File: src/rtl/run_controller_pkg.sv
// Shared types and default sizes for the run controller block.
package run_ctrl_pkg;

  localparam int              RC_AW          = 8;
  localparam int              RC_DW          = 8;
  localparam int              RC_CW          = 16;
  localparam int              RC_INIT_CYCLES = 2;
  localparam logic [15:0]     RC_TIMEOUT     = 16'hFFFF;

  // Sequencer states. Encoding is fixed so debug traces stay comparable.
  typedef enum logic [1:0] {
    ST_IDLE = 2'd0,
    ST_BOOT = 2'd1,
    ST_RUN  = 2'd2,
    ST_DONE = 2'd3
  } run_state_t;

endpackage

File: src/rtl/run_controller_if.sv
// Host, core and data-memory signal bundle for the run controller.
// Handshake: a host access happens in exactly the cycle host_req is high
// and host_gnt comes back high; reads are combinational (host_rdata is valid
// in that same cycle), writes commit on the next clock edge. An ungranted
// request is simply dropped; the host must hold host_req to retry.
interface run_controller_if
  import run_ctrl_pkg::*;
#(
  parameter int AW = RC_AW,
  parameter int DW = RC_DW
);

  // host side
  logic          host_req;
  logic          host_we;
  logic [AW-1:0] host_addr;
  logic [DW-1:0] host_wdata;
  logic          host_gnt;
  logic [DW-1:0] host_rdata;

  // core side
  logic          core_ack;
  logic [AW-1:0] core_addr;
  logic          core_re;
  logic          core_we;
  logic [DW-1:0] core_wdata;
  logic [DW-1:0] core_rdata;

  // data memory side
  logic [AW-1:0] mem_addr;
  logic          mem_re;
  logic          mem_we;
  logic [DW-1:0] mem_wdata;
  logic [DW-1:0] mem_rdata;

  // Controller view.
  modport slave (
    input  host_req, host_we, host_addr, host_wdata,
    output host_gnt, host_rdata,
    input  core_ack, core_addr, core_re, core_we, core_wdata,
    output core_rdata,
    output mem_addr, mem_re, mem_we, mem_wdata,
    input  mem_rdata
  );

  // Environment view (host, core and memory together).
  modport master (
    output host_req, host_we, host_addr, host_wdata,
    input  host_gnt, host_rdata,
    output core_ack, core_addr, core_re, core_we, core_wdata,
    input  core_rdata,
    input  mem_addr, mem_re, mem_we, mem_wdata,
    output mem_rdata
  );

endinterface

File: src/rtl/run_controller_cycle_counter.sv
// Saturating execution-cycle counter with synchronous clear.
module run_cycle_counter
  import run_ctrl_pkg::*;
#(
  parameter int CW = RC_CW
) (
  input  logic          clk,
  input  logic          reset_n,
  input  logic          clear_i,
  input  logic          enable_i,
  input  logic [CW-1:0] limit_i,
  output logic [CW-1:0] count_o,
  output logic          at_limit_o
);

  logic [CW-1:0] count_q;
  logic [CW-1:0] count_d;
  logic [CW:0]   count_inc;

  // at_limit means the count equals the limit once this cycle is counted,
  // so the owner can react in the same cycle the limit is reached.
  assign count_inc  = {1'b0, count_q} + {{CW{1'b0}}, 1'b1};
  assign at_limit_o = (count_q == limit_i) || (count_inc == {1'b0, limit_i});
  assign count_o    = count_q;

  // Next count: clear wins, otherwise step until the limit is held.
  always_comb begin
    count_d = count_q;
    if (clear_i) begin
      count_d = '0;
    end else if (enable_i && (count_q != limit_i)) begin
      count_d = count_inc[CW-1:0];
    end
  end

  // Count register.
  always_ff @(posedge clk or negedge reset_n) begin
    if (!reset_n) begin
      count_q <= '0;
    end else begin
      count_q <= count_d;
    end
  end

endmodule

File: src/rtl/run_controller.sv
// Run sequencer and data-memory arbiter around the single-cycle core:
// holds the core in init while the host owns memory, boots it, counts its
// run cycles, and stops on the core's done flag or a cycle-limit timeout.
module run_controller
  import run_ctrl_pkg::*;
#(
  parameter int          AW          = RC_AW,
  parameter int          DW          = RC_DW,
  parameter int          CW          = RC_CW,
  parameter int          INIT_CYCLES = RC_INIT_CYCLES,
  parameter logic [CW-1:0] TIMEOUT   = CW'(RC_TIMEOUT)
) (
  input  logic            clk,
  input  logic            reset_n,
  input  logic            start,
  input  logic            abort,
  output logic            core_init,
  output logic            busy,
  output logic            done,
  output logic            timeout,
  output logic [CW-1:0]   cycles,
  output run_state_t      state_dbg,
  run_controller_if.slave bus
);

  localparam int BW = (INIT_CYCLES > 1) ? $clog2(INIT_CYCLES) : 1;
  localparam logic [BW-1:0] BOOT_LAST = BW'(INIT_CYCLES - 1);

  run_state_t    state_q, state_d;
  logic [BW-1:0] boot_cnt_q, boot_cnt_d;
  logic          timeout_q, timeout_d;
  logic          cnt_clear;
  logic          cnt_enable;
  logic          cnt_at_limit;
  logic          host_owns;
  logic          core_owns;

  run_cycle_counter #(
    .CW (CW)
  ) u_cycle_counter (
    .clk        (clk),
    .reset_n    (reset_n),
    .clear_i    (cnt_clear),
    .enable_i   (cnt_enable),
    .limit_i    (TIMEOUT),
    .count_o    (cycles),
    .at_limit_o (cnt_at_limit)
  );

  // Every RUN cycle is counted, including the one where ack or abort lands.
  assign cnt_enable = (state_q == ST_RUN);

  // Sequencer next-state: start/rerun, boot timing, completion, abort.
  always_comb begin
    state_d    = state_q;
    boot_cnt_d = boot_cnt_q;
    timeout_d  = timeout_q;
    cnt_clear  = 1'b0;
    case (state_q)
      ST_IDLE, ST_DONE: begin
        if (start) begin
          state_d    = ST_BOOT;
          boot_cnt_d = '0;
          timeout_d  = 1'b0;
          cnt_clear  = 1'b1;
        end
      end
      ST_BOOT: begin
        if (boot_cnt_q == BOOT_LAST) begin
          state_d    = ST_RUN;
          boot_cnt_d = '0;
        end else begin
          boot_cnt_d = boot_cnt_q + 1'b1;
        end
      end
      ST_RUN: begin
        // The done flag beats the limit when both land in one cycle.
        if (bus.core_ack) begin
          state_d   = ST_DONE;
          timeout_d = 1'b0;
        end else if (cnt_at_limit) begin
          state_d   = ST_DONE;
          timeout_d = 1'b1;
        end
      end
      default: begin
        state_d = ST_IDLE;
      end
    endcase
    // Abort overrides everything; results of the last run are kept.
    if (abort) begin
      state_d    = ST_IDLE;
      boot_cnt_d = '0;
      timeout_d  = timeout_q;
      cnt_clear  = 1'b0;
    end
  end

  // Sequencer registers.
  always_ff @(posedge clk or negedge reset_n) begin
    if (!reset_n) begin
      state_q    <= ST_IDLE;
      boot_cnt_q <= '0;
      timeout_q  <= 1'b0;
    end else begin
      state_q    <= state_d;
      boot_cnt_q <= boot_cnt_d;
      timeout_q  <= timeout_d;
    end
  end

  assign core_init = (state_q != ST_RUN);
  assign busy      = (state_q == ST_BOOT) || (state_q == ST_RUN);
  assign done      = (state_q == ST_DONE);
  assign timeout   = timeout_q;
  assign state_dbg = state_q;

  // Grant depends only on the current state, so a start in the same cycle
  // still lets that cycle's host access complete.
  assign host_owns = bus.host_req && ((state_q == ST_IDLE) || (state_q == ST_DONE));
  assign core_owns = (state_q == ST_RUN);

  // Memory port mux: host in IDLE/DONE, core in RUN, quiet otherwise.
  always_comb begin
    bus.mem_addr   = {AW{1'b0}};
    bus.mem_wdata  = {DW{1'b0}};
    bus.mem_we     = 1'b0;
    bus.mem_re     = 1'b0;
    bus.host_gnt   = host_owns;
    bus.host_rdata = {DW{1'b0}};
    bus.core_rdata = {DW{1'b0}};
    if (host_owns) begin
      bus.mem_addr   = bus.host_addr;
      bus.mem_wdata  = bus.host_wdata;
      bus.mem_we     = bus.host_we;
      bus.mem_re     = !bus.host_we;
      bus.host_rdata = bus.mem_rdata;
    end else if (core_owns) begin
      bus.mem_addr   = bus.core_addr;
      bus.mem_wdata  = bus.core_wdata;
      bus.mem_we     = bus.core_we;
      bus.mem_re     = bus.core_re;
      bus.core_rdata = bus.mem_rdata;
    end
  end

endmodule

File: src/flat_wrapper.sv
// flat-port wrapper written by rule: the top's interface ports become plain ports
module run_controller_flat import run_ctrl_pkg::*;
#(
  parameter int          AW          = RC_AW,
  parameter int          DW          = RC_DW,
  parameter int          CW          = RC_CW,
  parameter int          INIT_CYCLES = RC_INIT_CYCLES,
  parameter logic [CW-1:0] TIMEOUT   = CW'(RC_TIMEOUT)
)
  (clk, reset_n, start, abort, core_init, busy, done, timeout, cycles, state_dbg, bus_host_req, bus_host_we, bus_host_addr, bus_host_wdata, bus_host_gnt, bus_host_rdata, bus_core_ack, bus_core_addr, bus_core_re, bus_core_we, bus_core_wdata, bus_core_rdata, bus_mem_addr, bus_mem_re, bus_mem_we, bus_mem_wdata, bus_mem_rdata);
  run_controller_if #(.AW(AW), .DW(DW)) bus_i ();
  input  logic clk;
  input  logic reset_n;
  input  logic start;
  input  logic abort;
  output logic core_init;
  output logic busy;
  output logic done;
  output logic timeout;
  output logic [CW-1:0] cycles;
  output run_state_t state_dbg;
  input wire logic [$bits(bus_i.host_req)-1:0] bus_host_req;
  input wire logic [$bits(bus_i.host_we)-1:0] bus_host_we;
  input wire logic [$bits(bus_i.host_addr)-1:0] bus_host_addr;
  input wire logic [$bits(bus_i.host_wdata)-1:0] bus_host_wdata;
  output wire logic [$bits(bus_i.host_gnt)-1:0] bus_host_gnt;
  output wire logic [$bits(bus_i.host_rdata)-1:0] bus_host_rdata;
  input wire logic [$bits(bus_i.core_ack)-1:0] bus_core_ack;
  input wire logic [$bits(bus_i.core_addr)-1:0] bus_core_addr;
  input wire logic [$bits(bus_i.core_re)-1:0] bus_core_re;
  input wire logic [$bits(bus_i.core_we)-1:0] bus_core_we;
  input wire logic [$bits(bus_i.core_wdata)-1:0] bus_core_wdata;
  output wire logic [$bits(bus_i.core_rdata)-1:0] bus_core_rdata;
  output wire logic [$bits(bus_i.mem_addr)-1:0] bus_mem_addr;
  output wire logic [$bits(bus_i.mem_re)-1:0] bus_mem_re;
  output wire logic [$bits(bus_i.mem_we)-1:0] bus_mem_we;
  output wire logic [$bits(bus_i.mem_wdata)-1:0] bus_mem_wdata;
  input wire logic [$bits(bus_i.mem_rdata)-1:0] bus_mem_rdata;
  assign bus_i.host_req = bus_host_req;
  assign bus_i.host_we = bus_host_we;
  assign bus_i.host_addr = bus_host_addr;
  assign bus_i.host_wdata = bus_host_wdata;
  assign bus_host_gnt = bus_i.host_gnt;
  assign bus_host_rdata = bus_i.host_rdata;
  assign bus_i.core_ack = bus_core_ack;
  assign bus_i.core_addr = bus_core_addr;
  assign bus_i.core_re = bus_core_re;
  assign bus_i.core_we = bus_core_we;
  assign bus_i.core_wdata = bus_core_wdata;
  assign bus_core_rdata = bus_i.core_rdata;
  assign bus_mem_addr = bus_i.mem_addr;
  assign bus_mem_re = bus_i.mem_re;
  assign bus_mem_we = bus_i.mem_we;
  assign bus_mem_wdata = bus_i.mem_wdata;
  assign bus_i.mem_rdata = bus_mem_rdata;
  run_controller #(.AW(AW), .DW(DW), .CW(CW), .INIT_CYCLES(INIT_CYCLES), .TIMEOUT(TIMEOUT)) u_core (.clk(clk), .reset_n(reset_n), .start(start), .abort(abort), .core_init(core_init), .busy(busy), .done(done), .timeout(timeout), .cycles(cycles), .state_dbg(state_dbg), .bus(bus_i));
endmodule
File: config.mk
export PLATFORM = sky130hd
export DESIGN_NAME = run_controller_flat
export DESIGN_NICKNAME = d
export VERILOG_FILES = /design/src/rtl/run_controller_pkg.sv /design/src/rtl/run_controller_if.sv /design/src/rtl/run_controller_cycle_counter.sv /design/src/rtl/run_controller.sv /design/src/flat_wrapper.sv
export SDC_FILE = /design/constraint.sdc
export NUM_CORES = 1
export LEC_CHECK = 0
export CAP_MARGIN = 20
export CORE_MARGIN = 1.5
export CORE_UTILIZATION = 28
export CTS_CLUSTER_DIAMETER = 60
export CTS_CLUSTER_SIZE = 24
export DETAILED_ROUTE_END_ITERATION = 10
export SLEW_MARGIN = 0
export SYNTH_ARGS = -nofsm -noshare
export SYNTH_HDL_FRONTEND = slang
export SYNTH_SLANG_ARGS = --single-unit
export TNS_END_PERCENT = 5
File: constraint.sdc
create_clock -name clk -period 2.7 [get_ports clk]
set_clock_uncertainty 0.2 [all_clocks]
set_input_delay 0.675 -clock clk [delete_from_list [all_inputs] [get_ports clk]]
set_output_delay 0.675 -clock clk [all_outputs]
set_load 0.02 [all_outputs]
==> results.py <==
metrics = {
    "worst_hold_path": {
        "hold_start": "u_core.timeout",
        "hold_path_class": "flop to flop",
    },
    "yosys": {
        "synth.most_common_cell": "nand2_1",
        "avgSynthCellArea_um2": 7.37,
        "synth_fa_ha_area_share_pct": 3.71,
        "ys.flop_type": "dfrtp_1",
        "synthXorXnorAreaFrac_pct": 7.78,
        "synthMuxAreaShare_pct": 0.667,
        "syn_inst": 229,
        "synth_cell_types": 46,
        "syn_area_um2": 1690,
        "synth_nets": 283,
        "synth_edf_count": 0,
        "ys_warn_count": 0,
        "synth_top_area_cell": "dfrtp_1",
        "async_reset_ff_share_pct": 100,
        "synth-simple-area-share_pct": 40.4,
        "ys_ff_latch": 20,
        "synth_top_area_share_pct": 29.7,
        "synth_top_family_by_area": "simple AND/OR/NAND/NOR gates",
        "synthTopCellsByArea": "dfrtp_1 30%, nand2_1 11%, and3_1 6.3%",
        "synth_common_cells": "48 x nand2_1, 28 x nor2_1, 20 x dfrtp_1",
        "seq_area_frac_synth_pct": 29.7,
        "synth_compound_gate_area_share_pct": 12.5,
    },
    "cells_and_area": {
        "utilization_pct": 47.8,
        "drive_gt1_share_pct": 18.3,
        "num-nets-final": 394,
        "area_delta_synth_final_pct": 66.8,
        "antenna_cells": 0,
        "layout.cells.non_filler": 414,
        "fin_area_um2": 2820,
    },
    "clocking": {
        "ctsResizeCount": 111,
        "clk_latency_ns": 0.26,
        "cts_made_buffers": 3,
        "h-tree-depth": 1,
        "clock-sinks": 20,
        "path_clk_slew_ns": 0.07,
        "cts_tree": "yes",
        "clk_path_buf_depth": 2,
        "post_cts_buffers": 0,
        "cts-root-buf": "clkbuf_8",
        "holdBufCountCts": 0,
    },
    "pwr": {
        "clkPwrFrac_pct": 10.9,
        "powerDensity_nw_per_um2": 758,
        "p_switching_mw": 1.05,
        "intPower_mw": 1.09,
        "ir_worst_vdd_mv": 0.438,
        "sequentialPowerShare_pct": 18.4,
        "leakage_nw": 1.31,
        "swShare_pct": 49.1,
        "comb_power_share_pct": 70.8,
    },
    "place": {
        "dp_hpwl_um": 4870,
        "placed_cells": 410,
        "gp_congestion": 0.931,
        "place_ws_ns": -0.423,
        "portBuffers": 105,
        "place_area_um2": 2900,
    },
    "routing": {
        "drtIter0Drc": 95,
        "wl_per_cell_um": 14.9,
        "viasPerCell": 4.75,
        "drt-pass1-iter-count": 4,
        "wirelength_um": 6160,
        "vias": 1966,
        "drc": 0,
        "ant_nets": 0,
    },
    "floorplan": {
        "rows": 28,
        "core_area_um2": 5890,
        "ios": 106,
        "die_h_um": 80.6,
        "start_util_pct": 28.7,
        "die_x_um": 80.6,
        "die_area_um2": 6500,
    },
    "global_route": {
        "met1_usage_pct": 25.9,
        "grt.total_usage_pct": 19.5,
        "antenna_found_initial": 0,
        "met2_usage_pct": 32.8,
        "grt_first_pass_wirelength_um": 9700,
        "grt_max_degree": 30,
        "grt_pass1_vias": 1900,
        "grt-ovfl-total": 0,
        "met3_usage_pct": 2.84,
        "busiest_layer": "met2",
    },
    "worst_setup_path": {
        "arrival_ns": 1.82,
        "end_kind": "output port",
        "cp_max_fo": 4,
        "cp.required_ns": 1.82,
        "worstReg2RegStart": "u_core.u_cycle_counter.count_o[1]",
        "path_class": "input pin to output port",
        "cp-start-kind": "input pin",
        "crit_start": "bus_host_req",
    },
    "outcome": {
        "outcome": "finished clean",
    },
    "sta": {
        "setup_tns_ns": 0,
        "slew_viol_final": 0,
        "worst_slew_pin_slew_ns": 0.361,
        "finalCritPeriodShare_pct": 99.8,
        "relSlewSlack_pct": 75.7,
        "fin_crit_ns": 2.70,
        "finalHoldViolations": 0,
        "rsz0062_at_grt": "true",
        "fmax_mhz": 371,
        "setup_viol": 0,
        "finalWorstSetupSlack_ns": 0.00425,
    },
    "run": {
        "max_cap_viol_count": 0,
    },
}
cells in the final DEF (no fill, tap or decap), types with 2 or more instances in the layout:
cell,netlist,layout
nand4_1,8,8
xor2_1,10,10
nand3_1,18,17
ha_1,5,5
clkbuf_2,1,8
nor2b_1,3,3
clkbuf_8,0,4
xnor2_1,5,5
nand2_1,48,47
inv_1,6,6
nor3_1,6,6
a21oi_1,7,7
nor2_1,28,28
a31oi_1,3,3
nand3_2,1,2
a211oi_1,3,3
o21ai_0,3,3
buf_12,0,2
and3_1,17,17
dfrtp_1,20,20
buf_4,1,15
clkdlybuf4s50_1,0,68
buf_2,2,21
nand2b_1,2,2
logic make-up (layout without fill, tap and decap cells):
| family | after synthesis | count (layout) |
|---|---|---|
| compound gates | 28 | 28 |
| xor+xnor | 15 | 15 |
| fa+ha+maj | 5 | 5 |
| buf+inv | 20 | 130 |
| flops | 20 | 20 |
| mux | 1 | 1 |
| simple gates | 140 | 140 |
metrics by stage:
step | total power, mW | hold WS (ns)
final | 2.13 | 0.345
after global routing | 2.30 | 0.382
after CTS | 2.15 | 0.349
after detailed placement | 2.05 | 0.326
after global placement | 2.04 | 0.327
after floorplan | 1.24 | 0.179
layout make-up:
class,instances,area (µm²)
tap,75,93.8
timing repair buffer,119,1030
fill,603,3070
sequential,20,500
inverter,7,27.5
multi-input combinational,189,1110
clock buffer,4,55.1
worst paths after layout:
| check | to | slack, ns | depth (start not counted) |
|---|---|---|---|
| max in group asynchronous | u_core.u_cycle_counter.count_o[15] | 1.54 | 2 |
| hold / removal | u_core.timeout | 0.35 | 1 |
| min in group asynchronous | u_core.u_cycle_counter.count_o[4] | 0.55 | 2 |
| setup / recovery | bus_mem_we | 0.004 | 7 |
| hold reg to reg | u_core.timeout | 0.35 | 1 |
| setup reg to reg | u_core.state_dbg[0] | 0.24 | 8 |
per-layer routing:
| metal | part of all wire, % | wire length (µm) |
|---|---|---|
| met1 | 46 | 2860 |
| met2 | 48 | 2950 |
| met3 | 3.4 | 210 |
| met4 | 2.3 | 144 |
| met5 | 0 | 0 |
critical path, stage by stage:
cell,delay (ns)
clkdlybuf4s50_1,0.44
nand2_2,0.14
clkinv_2,0.09
buf_4,0.13
nand2_1,0.05
nand2_1,0.05
clkdlybuf4s15_2,0.25
flip-flops by register name, summed over array words and instances, names as in the netlist:
| name | count |
|---|---|
| u_core.timeout | 1 |
| u_core.u_cycle_counter.count_o | 16 |
| u_core.boot_cnt_q | 1 |
| u_core.state_dbg | 2 |
power by group through the flow:
stage / sequential, mW / combinational, mW / clock (mW)
3_3_place_gp: 0.395 / 1.64 / 0
6_report: 0.392 / 1.51 / 0.232
4_1_cts: 0.391 / 1.51 / 0.241
3_5_place_dp: 0.397 / 1.65 / 0
2_1_floorplan: 0.434 / 0.810 / 0
5_1_grt: 0.400 / 1.64 / 0.253
Note: power is estimated with default switching activity, not from simulation.
